<file path="src/rtl/wishbone_rr_arbiter.sv">
// Round-robin Wishbone classic arbiter: NUM_MASTERS masters share one slave port.
// The owner keeps the bus while it holds CYC, which allows locked sequences.
// A per-transfer watchdog aborts a hung slave cycle and reports ERR to the owner.
module wishbone_rr_arbiter #(
    parameter int ADDR_WIDTH     = 32,
    parameter int DATA_WIDTH     = 32,
    parameter int NUM_MASTERS    = 2,
    parameter int TIMEOUT_CYCLES = 1024
) (
    input  logic                                clk,
    input  logic                                rst,
    input  logic [NUM_MASTERS-1:0]              M_CYC,
    input  logic [NUM_MASTERS-1:0]              M_STB,
    input  logic [NUM_MASTERS-1:0]              M_WE,
    input  logic [NUM_MASTERS*ADDR_WIDTH-1:0]   M_ADDR,
    input  logic [NUM_MASTERS*DATA_WIDTH-1:0]   M_WDATA,
    input  logic [NUM_MASTERS*DATA_WIDTH/8-1:0] M_SEL,
    output logic [DATA_WIDTH-1:0]               M_RDATA,
    output logic [NUM_MASTERS-1:0]              M_ACK,
    output logic [NUM_MASTERS-1:0]              M_ERR,
    output logic [NUM_MASTERS-1:0]              GRANT,
    output logic                                WB_CYC,
    output logic                                WB_STB,
    output logic                                WB_WE,
    output logic [ADDR_WIDTH-1:0]               WB_ADDR,
    output logic [DATA_WIDTH-1:0]               WB_WDATA,
    output logic [DATA_WIDTH/8-1:0]             WB_SEL,
    input  logic [DATA_WIDTH-1:0]               WB_RDATA,
    input  logic                                WB_ACK
);

    localparam int SEL_W   = DATA_WIDTH / 8;
    localparam int IDX_W   = (NUM_MASTERS > 1) ? $clog2(NUM_MASTERS) : 1;
    localparam int WD_W    = (TIMEOUT_CYCLES > 1) ? $clog2(TIMEOUT_CYCLES) : 1;
    localparam int WD_TERM = (TIMEOUT_CYCLES > 0) ? TIMEOUT_CYCLES - 1 : 0;
    localparam logic [IDX_W-1:0] LAST_IDX = IDX_W'(NUM_MASTERS - 1);

    typedef enum logic [1:0] {
        ST_IDLE,
        ST_BUSY,
        ST_ERROR
    } state_t;

    state_t            state, state_nx;
    logic [IDX_W-1:0]  owner, owner_nx;
    logic [IDX_W-1:0]  rr_ptr, rr_nx;
    logic [WD_W-1:0]   wd_cnt;

    logic              req_found;
    logic [IDX_W-1:0]  req_idx;

    logic [NUM_MASTERS-1:0] own_oh;
    logic                   own_cyc, own_stb, own_we;
    logic [ADDR_WIDTH-1:0]  own_addr;
    logic [DATA_WIDTH-1:0]  own_wdata;
    logic [SEL_W-1:0]       own_sel;
    logic                   stb_live;
    logic                   wd_hit;

    // Read data is a plain broadcast; masters qualify it with their own ACK.
    assign M_RDATA = WB_RDATA;

    // Round-robin pick: first requester at or above rr_ptr, else first one below it.
    always_comb begin
        req_found = 1'b0;
        req_idx   = '0;
        for (int i = 0; i < NUM_MASTERS; i++) begin
            if (!req_found && M_CYC[i] && (IDX_W'(i) >= rr_ptr)) begin
                req_found = 1'b1;
                req_idx   = IDX_W'(i);
            end
        end
        for (int i = 0; i < NUM_MASTERS; i++) begin
            if (!req_found && M_CYC[i]) begin
                req_found = 1'b1;
                req_idx   = IDX_W'(i);
            end
        end
    end

    // Select the owner's request signals out of the packed master buses.
    always_comb begin
        own_oh    = '0;
        own_cyc   = 1'b0;
        own_stb   = 1'b0;
        own_we    = 1'b0;
        own_addr  = '0;
        own_wdata = '0;
        own_sel   = '0;
        for (int i = 0; i < NUM_MASTERS; i++) begin
            if (owner == IDX_W'(i)) begin
                own_oh[i] = 1'b1;
                own_cyc   = M_CYC[i];
                own_stb   = M_STB[i];
                own_we    = M_WE[i];
                own_addr  = M_ADDR[i*ADDR_WIDTH +: ADDR_WIDTH];
                own_wdata = M_WDATA[i*DATA_WIDTH +: DATA_WIDTH];
                own_sel   = M_SEL[i*SEL_W +: SEL_W];
            end
        end
    end

    // A strobe is live on the slave only while BUSY and the owner holds CYC.
    assign stb_live = (state == ST_BUSY) && own_cyc && own_stb;
    // An ACK on the terminal-count cycle wins over the timeout.
    assign wd_hit   = (TIMEOUT_CYCLES != 0) && stb_live && !WB_ACK &&
                      (wd_cnt == WD_W'(WD_TERM));

    // Slave-side and master-side outputs decoded from the current state.
    always_comb begin
        WB_CYC   = 1'b0;
        WB_STB   = 1'b0;
        WB_WE    = 1'b0;
        WB_ADDR  = '0;
        WB_WDATA = '0;
        WB_SEL   = '0;
        GRANT    = '0;
        M_ACK    = '0;
        M_ERR    = '0;
        case (state)
            ST_BUSY: begin
                WB_CYC   = own_cyc;
                WB_STB   = own_cyc && own_stb;
                WB_WE    = own_we;
                WB_ADDR  = own_addr;
                WB_WDATA = own_wdata;
                WB_SEL   = own_sel;
                GRANT    = own_oh;
                M_ACK    = own_oh & {NUM_MASTERS{WB_ACK}};
            end
            ST_ERROR: begin
                // CYC/STB low for this cycle aborts the hung slave access.
                WB_WE    = own_we;
                WB_ADDR  = own_addr;
                WB_WDATA = own_wdata;
                WB_SEL   = own_sel;
                GRANT    = own_oh;
                M_ERR    = own_oh;
            end
            default: ;
        endcase
    end

    // Next-state logic: arbitrate in IDLE, hold ownership until CYC drops.
    always_comb begin
        state_nx = state;
        owner_nx = owner;
        rr_nx    = rr_ptr;
        case (state)
            ST_IDLE: begin
                if (req_found) begin
                    owner_nx = req_idx;
                    state_nx = ST_BUSY;
                end
            end
            ST_BUSY: begin
                if (!own_cyc) begin
                    state_nx = ST_IDLE;
                    rr_nx    = (owner == LAST_IDX) ? '0 : owner + 1'b1;
                end else if (wd_hit) begin
                    state_nx = ST_ERROR;
                end
            end
            ST_ERROR: state_nx = ST_BUSY;
            default:  state_nx = ST_IDLE;
        endcase
    end

    // State, owner and round-robin pointer registers.
    always_ff @(posedge clk) begin
        if (rst) begin
            state  <= ST_IDLE;
            owner  <= '0;
            rr_ptr <= '0;
        end else begin
            state  <= state_nx;
            owner  <= owner_nx;
            rr_ptr <= rr_nx;
        end
    end

    // Watchdog: counts consecutive un-ACKed strobe cycles, saturating.
    always_ff @(posedge clk) begin
        if (rst || !stb_live || WB_ACK) begin
            wd_cnt <= '0;
        end else if (wd_cnt != {WD_W{1'b1}}) begin
            wd_cnt <= wd_cnt + 1'b1;
        end
    end

endmodule

</file>
<file path="config.mk">
export PLATFORM = sky130hd
export DESIGN_NAME = wishbone_rr_arbiter
export DESIGN_NICKNAME = d
export VERILOG_FILES = /design/src/rtl/wishbone_rr_arbiter.sv
export SDC_FILE = /design/constraint.sdc
export NUM_CORES = 1
export LEC_CHECK = 0
export CAP_MARGIN = 20
export CORE_AREA = 2 2 111 113
export DETAILED_ROUTE_END_ITERATION = 6
export DIE_AREA = 0 0 113 115
export PLACE_DENSITY = 0.62
export SLEW_MARGIN = 40
export SYNTH_ARGS = -nofsm -noshare
export SYNTH_HDL_FRONTEND = slang
export SYNTH_SLANG_ARGS = --single-unit
</file>
<file path="constraint.sdc">
create_clock -name clk -period 4.3 [get_ports clk]
set_clock_uncertainty 0.2 [all_clocks]
set_input_delay 0.645 -clock clk [delete_from_list [all_inputs] [get_ports clk]]
set_output_delay 0.645 -clock clk [all_outputs]
set_load 0.02 [all_outputs]
</file>
After elaboration in Yosys (flattened, before gate mapping)
Index checks and enable logic that the tools add are counted.
{"block": "word_totals", "reg_bits": 14, "latchBits": 0, "ramBits": 0, "rom_bits": 0, "in_bits": 177, "out_inout_bits": 109, "n_memories": 0}
{"block": "classes", "n_addsub": 2, "n_mul": 0, "div": 0, "order_cmp": 2, "n_eq_ne": 6, "n_shift": 0, "muxes": 29, "n_bitwise": 2, "reduce_logical": 22}
{"op": "32-bit 2-to-1 mux", "count": 4}
{"op": "1-bit 2-to-1 mux", "count": 16}
{"op": "2-bit 2-to-1 mux", "count": 6}
{"op": "10-bit by 1-bit adder with 10-bit output (second input constant)", "count": 1}
{"op": "10-bit equality test (second input constant)", "count": 1}
{"op": "1-bit logical AND", "count": 10}
{"op": "10-bit inequality test (second input constant)", "count": 1}
{"op": "4-bit 2-to-1 mux", "count": 2}
{"op": "2-bit one-hot mux with 3 select lines", "count": 1}
{"op": "2-bit AND reduction", "count": 3}
{"op": "1-bit logical NOT", "count": 5}
{"op": "3-bit inequality test (second input constant)", "count": 1}
{"op": "2-bit AND", "count": 1}
{"op": "2-bit by 1-bit equality test with 1-bit output (second input constant)", "count": 1}
{"op": "2-bit equality test (second input constant)", "count": 1}
{"op": "1-bit greater-or-equal comparator (first input constant)", "count": 2}
{"op": "2-bit logical NOT", "count": 1}
{"op": "1-bit logical OR", "count": 2}
{"op": "2-bit inequality test (second input constant)", "count": 1}
{"op": "2-bit OR reduction", "count": 1}
{"op": "1-bit adder (second input constant)", "count": 1}
{"op": "1-bit NOT", "count": 1}

Depth between registers and ports, before layout
Gate-level depths: netlist of the first run.
{"block": "depth", "depth_word": 15, "mapped_depth": 7}

Least setup slack after synthesis of the first run
No wires, ideal clock.
{"block": "synth_path", "path_type": "flip-flop to output port", "start": "register owner", "end": "output port WB_ADDR[0]", "t_arrival_ns": 1.499, "required_ns": 3.455, "slack_ns": 1.956, "path_stages_with_launch": 6, "path_buffers": 3, "cell_sequence": "dfxtp_1 -> clkbuf_1 -> buf_2 -> buf_2 -> mux2i_1 -> nor2b_1"}
{"block": "synth_via", "elab_chain_cells": 2}
{"item": "start, declared", "line_no": "45", "source": "logic [IDX_W-1:0] owner, owner_nx;"}
{"item": "start signal, assigned", "line_no": "177", "source": "owner <= owner_nx;"}
{"item": "32-bit 2-to-1 mux", "line_no": "91", "source": "if (owner == IDX_W'(i)) begin"}
{"item": "32-bit 2-to-1 mux", "line_no": "120", "source": "case (state)"}
{"item": "end, declared", "line_no": "25", "source": "output logic [ADDR_WIDTH-1:0] WB_ADDR,"}
No other way between the ends.

Final worst setup path of the first run
{"block": "layout_path", "start": "register state[1]", "end": "output port WB_WDATA[31]"}
{"block": "layout_via", "elab_chain_cells": 3}
{"item": "start, declared", "line_no": "44", "source": "state_t state, state_nx;"}
{"item": "start signal, assigned", "line_no": "176", "source": "state <= state_nx;"}
{"item": "2-bit by 1-bit equality test with 1-bit output / 2-bit equality test (equally long branches)", "line_no": "120"}
{"item": "2-bit OR reduction (no source line) *"}
{"item": "32-bit 2-to-1 mux *", "line_no": "120"}
{"item": "end, declared", "line_no": "26", "source": "output logic [DATA_WIDTH-1:0] WB_WDATA,"}
Mark *: on every way between the ends. The rest lies on a longest branch, timed or not.

==> impl_metrics.yaml, run 1 <==
power_and_ir_drop:
  cellPowerDensity_nw_per_um2: 233
  ir_drop_mv: 0.108
  leakage_nw: 1.58
  finalPower_mw: 1.04
finish:
  utilization_pct: 37.8
  multi_input_area_um2: 1630
  regArea_um2: 284
  stdcell_area_um2: 4460
  drive_gt1_share_pct: 3.04
  fillers: 1207
  fin_nets: 644
  area_growth_pct: 98.3
  antenna_cells: 0
synth:
  synth_most_common_cell: "mux2i_1"
  synth_seq_cells: 14
  synth_cells: 283
  synth_ff_type: "dfxtp_1"
  synth.distinct_cells: 37
  ys_seq_area_share_pct: 12.5
  async_flop_share_pct: 0
  yosysWarnings: 0
  yosysTopAreaCell: "mux2i_1"
  synth_common_cells: "mux2i_1, nor2b_1, buf_4, nor2_1, dfxtp_1"
  ys_top_cells_by_area: "mux2i_1, nor2b_1, dfxtp_1"
  netlist.area_leader.share_pct: 32.5
  synth_edf_count: 0
  synthesis.area_um2: 2250
  synth_area_per_cell_um2: 7.95
  syn-num-nets: 465
routing:
  drt_iter0_drc: 102
  drc_errors: 13
  first_pass_iters: 7
  routed_wl_um: 10200
  routedWlPerCell_um: 16.8
  vias_per_cell: 4.10
  vias: 2495
  antenna_left: 0
clock_network:
  ctsHoldBuffers: 0
  numCtsBuffers: 3
  ctsResizeCount: 0
  clkLatencyLatePin_ps: 240
  h-tree-depth: 1
  post_cts_buffers: 0
  cts_root_buffer: "clkbuf_16"
  cts_tree: "built"
  cts.sinks: 14
  clockBufferDepth: 2
  path_clk_slew_ps: 50
sta:
  maxSlewViolCount: 0
  max_clock_freq_ghz: 0.299
  relSlewSlack_pct: 61.9
  worstMarginPinSlew_ps: 572
  finalSetupTns_ps: 0
  setup-violations-final: 0
  hold_violations: 0
  holdWs_ps: 297
  period_minus_slack_ps: 3350
  post-route-period-util_pct: 77.9
  rsz0062_at_grt: "no"
outcome:
  violations: "design-rule violations"
  status: "finished, violations left"
die:
  start_util_pct: 19.1
  row_count: 40
  die_w_um: 113
  die_area_um2: 13000
  core_area_um2: 11800
  chipHeight_um: 115
  design.portCount: 286
placed_design:
  dpl.hpwl_um: 8770
  placed_area_um2: 4380
  io_buffers: 221
  place.gp.congestion: 0.750
setup_path:
  crit_path_start_kind: "register"
  path_max_fanout: 71
  slowest_delay_ps: 660
  critPathRequiredTime_ps: 3450
  crit_type: "reg2out"
  worstSetupEndpointType: "primary output"
  critical-path-slowest-cell: "clkdlybuf4s50_1"
  crit_arrival_ps: 2500
  crit_chain: "inv_1, ha_1, buf_4, nor2b_1, clkdlybuf4s50_1"
grt:
  grtUsageTotal_pct: 14.1
  grt_max_degree: 72
  grt_pass1_wl_um: 14100
  grt_overflow_total: 0
  antenna_found_initial: 0
  grt_pass1_vias: 2552
hold_path:
  hold_class: "reg2reg"
job:
  maxCapViolations: 0
==> per-stage QoR <==
stage / setup WS (ps) / cells
after floorplan: 1960 / 283
after global placement: 1250 / 604
after detailed placement: 1200 / 604
after CTS: 922 / 608
after global routing: 808 / 608
final: 952 / 608
==> routing by layer <==
layer	vias up	wire length, um	track usage (%)
met5	-	0	0
met4	0	77	2.36
met3	8	627	2.69
met2	119	4790	23.0
met1	1077	4750	19.6
li1	1291	-	-
==> final cells by class <==
| type | instances | area share [%] |
|---|---|---|
| Tap cell | 147 | 4.12 |
| Inverter | 6 | 0.504 |
| Multi-Input combinational cell | 212 | 36.5 |
| Timing Repair Buffer | 225 | 50.5 |
| Sequential cell | 14 | 6.36 |
| Clock buffer | 4 | 1.99 |
==> sequential cells by signal, indices dropped and copies added, names as in the netlist <==
name    count
owner       1
rr_ptr      1
state       2
wd_cnt     10
==> kinds of logic (layout without fill, tap and decap cells) <==
logic type / after synthesis / in the layout / synth area share, %
adders and majority gates: 5 / 5 / 2.78
AOI/OAI and AO/OA: 15 / 15 / 4.78
xor gates and xnor gates: 5 / 5 / 1.95
and+or+nand+nor: 113 / 113 / 29.8
muxes: 74 / 74 / 33.1
buffers and inverters: 57 / 235 / 15.1
DFF: 14 / 14 / 12.5
==> path summary, 6_finish.rpt <==
kind	startpoint	endpoint	slack, ps	cells after the start
max	state[1]$_SDFFE_PP0P_	WB_WDATA[31]	950	5
min reg2reg	rr_ptr$_SDFFE_PP0P_	rr_ptr$_SDFFE_PP0P_	300	2
max reg2reg	wd_cnt[0]$_SDFFE_PP0P_	state[0]$_SDFFE_PP0P_	1930	5
min	rr_ptr$_SDFFE_PP0P_	rr_ptr$_SDFFE_PP0P_	300	2
==> report_power, final <==
part / internal [mW] / leakage (nW) / switching, mW / total [mW]
clock: 0.141 / 0.0442 / 0.0511 / 0.192
combinational: 0.385 / 1.42 / 0.312 / 0.698
sequential: 0.136 / 0.114 / 0.0150 / 0.150
==> cells in the final DEF (no fill, tap or decap), types with 3 or more instances in the layout <==
cell / netlist / layout
buf_4: 32 / 3
nand2_1: 4 / 4
nand4_1: 6 / 6
nor2_1: 16 / 16
ha_1: 5 / 5
dfxtp_1: 14 / 13
inv_1: 6 / 6
clkdlybuf4s50_1: 0 / 221
o21ai_0: 4 / 4
clkbuf_16: 0 / 3
mux2i_1: 73 / 73
xnor2_1: 3 / 3
nor2b_1: 71 / 71
==> worst max-delay path, delay by kind of cell (launching register included) <==
kind / cells / cell delay (ps)
buf+inv: 3 / 1210
flops: 1 / 380
simple gates: 1 / 350
fa+ha+maj: 1 / 280
(Power assumes the default switching activity.)
==> run 2: changes to the inputs <==
- clock period: 4.3 -> 3.4 ns (I/O delays scaled with it)
==> run 2 against run 1 <==
Effect of this change: the run still ends with design-rule violations left; register-to-register slack got worse by 870 ps; first-iteration DRC count shrank 2.9%; sequential cell count unchanged; global-route usage is 0.36 points lower; non-clock buffer count is the same; worst hold slack better by 2.0 ps; final area up 0.56%; die area unchanged; power is 27% higher; largest power group unchanged; highest routed layer unchanged.
==> impl_metrics.yaml, run 2 (synthesized netlist as in run 1, its figures left out) <==
grt:
  grt_pass1_wl_um: 13800
  antenna_found_initial: 0
  grt_max_degree: 72
  grt_pass1_vias: 2520
  grt_overflow_total: 0
  grtUsageTotal_pct: 13.7
power_and_ir_drop:
  leakage_nw: 1.59
  cellPowerDensity_nw_per_um2: 295
  ir_drop_mv: 0.0963
outcome:
  status: "finished, violations left"
  violations: "design-rule violations"
setup_path:
  rrSetupSlack_ps: 1060
  crit_chain: "inv_1, ha_1, buf_12, nor2b_1, clkdlybuf4s50_1"
  reg2reg_from: "wd_cnt[0]$_SDFFE_PP0P_"
  crit_end: "WB_WDATA[21]"
  crit_start: "state[1]$_SDFFE_PP0P_"
  path_max_fanout: 71
  slowest_delay_ps: 680
  rr_endpoint: "state[0]$_SDFFE_PP0P_"
  critical-path-slowest-cell: "clkdlybuf4s50_1"
  rr_worst_depth: 5
  crit_path_start_kind: "register"
  crit_arrival_ps: 2350
  critPathRequiredTime_ps: 2690
  crit_type: "reg2out"
  worstSetupEndpointType: "primary output"
finish:
  regMostFlops: "wd_cnt"
  drive_gt1_share_pct: 3.04
  fillers: 1201
  largest_reg_flops: 10
  area_growth_pct: 99.4
  largestRegisters: "wd_cnt: 10 flops, state: 2 flops"
  antenna_cells: 0
  fin_nets: 644
  layout_common_cells: "clkdlybuf4s50_1, mux2i_1, nor2b_1"
  utilization_pct: 38.0
  mostFrequentLayoutCell: "clkdlybuf4s50_1"
sta:
  max_clock_freq_ghz: 0.327
  rsz0062_at_grt: "no"
  post-route-period-util_pct: 89.9
  holdWs_ps: 299
  setup-violations-final: 0
  finalSetupTns_ps: 0
  hold_violations: 0
  maxSlewViolCount: 0
  relSlewSlack_pct: 56.7
  period_minus_slack_ps: 3060
  worstMarginPinSlew_ps: 650
routing:
  vias: 2510
  first_pass_iters: 7
  routedWlPerCell_um: 16.3
  vias_per_cell: 4.13
  drt_iter0_drc: 99
  drc_errors: 14
  routed_wl_um: 9920
  antenna_left: 0
clock_network:
  clkLatencyLatePin_ps: 240
  cts_tree: "built"
  ctsResizeCount: 0
  ctsHoldBuffers: 0
  numCtsBuffers: 3
  clockBufferDepth: 2
  cts.sinks: 14
  h-tree-depth: 1
  cts_root_buffer: "clkbuf_16"
  path_clk_slew_ps: 50
  post_cts_buffers: 0
die:
  core_area_um2: 11800
  row_count: 40
  design.portCount: 286
  die_w_um: 113
  chipHeight_um: 115
  die_area_um2: 13000
  start_util_pct: 19.1
hold_path:
  hold_class: "reg2reg"
placed_design:
  io_buffers: 221
  place.gp.congestion: 0.791
  dpl.hpwl_um: 8580
job:
  maxCapViolations: 0
[run 2: cell types whose count changed in the layout (fill, tap and decap cells not counted)]
cell,delta
buf_12,+2
buf_4,-2
[run 2: metrics by stage]
stage               cells  total power, mW  instance area (um^2)  worst slack (ps)
global route          608             1.39                  4490               282
CTS                   608             1.34                  4490               387
finish                608             1.32                  4490               343
detailed placement    604             1.09                  4400               615
floorplan             283            0.664                  2250              1190
global placement      604             1.09                  4400               631
[run 2: cell type report]
| class | instances | area (um^2) | area share (%) |
|---|---|---|---|
| multi-input cells | 212 | 1630 | 36.3 |
| flip-flops and latches | 14 | 284 | 6.33 |
| inverters | 6 | 22.5 | 0.502 |
| clock buffers | 4 | 88.8 | 1.98 |
| repair buffers | 225 | 2280 | 50.8 |
| well taps | 147 | 184 | 4.10 |
[run 2: how the worst min path moves through the flow]
stage	startpoint	to	cells past startpoint	slack, ps
after floorplan	rr_ptr$_SDFFE_PP0P_	rr_ptr$_SDFFE_PP0P_	2	260
after global placement	rr_ptr$_SDFFE_PP0P_	rr_ptr$_SDFFE_PP0P_	2	290
after detailed placement	rr_ptr$_SDFFE_PP0P_	rr_ptr$_SDFFE_PP0P_	2	280
after CTS	rr_ptr$_SDFFE_PP0P_	rr_ptr$_SDFFE_PP0P_	2	290
after global routing	rr_ptr$_SDFFE_PP0P_	rr_ptr$_SDFFE_PP0P_	2	330
final	rr_ptr$_SDFFE_PP0P_	rr_ptr$_SDFFE_PP0P_	2	300
[run 2: power by group]
part	internal, mW	total (mW)	switching [mW]
registers	0.171	0.198	0.0269
clock network	0.178	0.244	0.0658
logic	0.498	0.882	0.384
total	0.847	1.32	0.477
[run 2: worst max-delay path: cells and delay by family, from the launching register on]
family	cells	cell delay (ps)
DFF	1	390
buffers and inverters	3	1010
adders and majority gates	1	320
and+or+nand+nor	1	350
[run 2: metal layers]
metal	global-route usage, %	wire [um]
met2	21.3	4500
met1	19.7	4640
met3	2.58	692
met4	3.17	98
met5	0	0
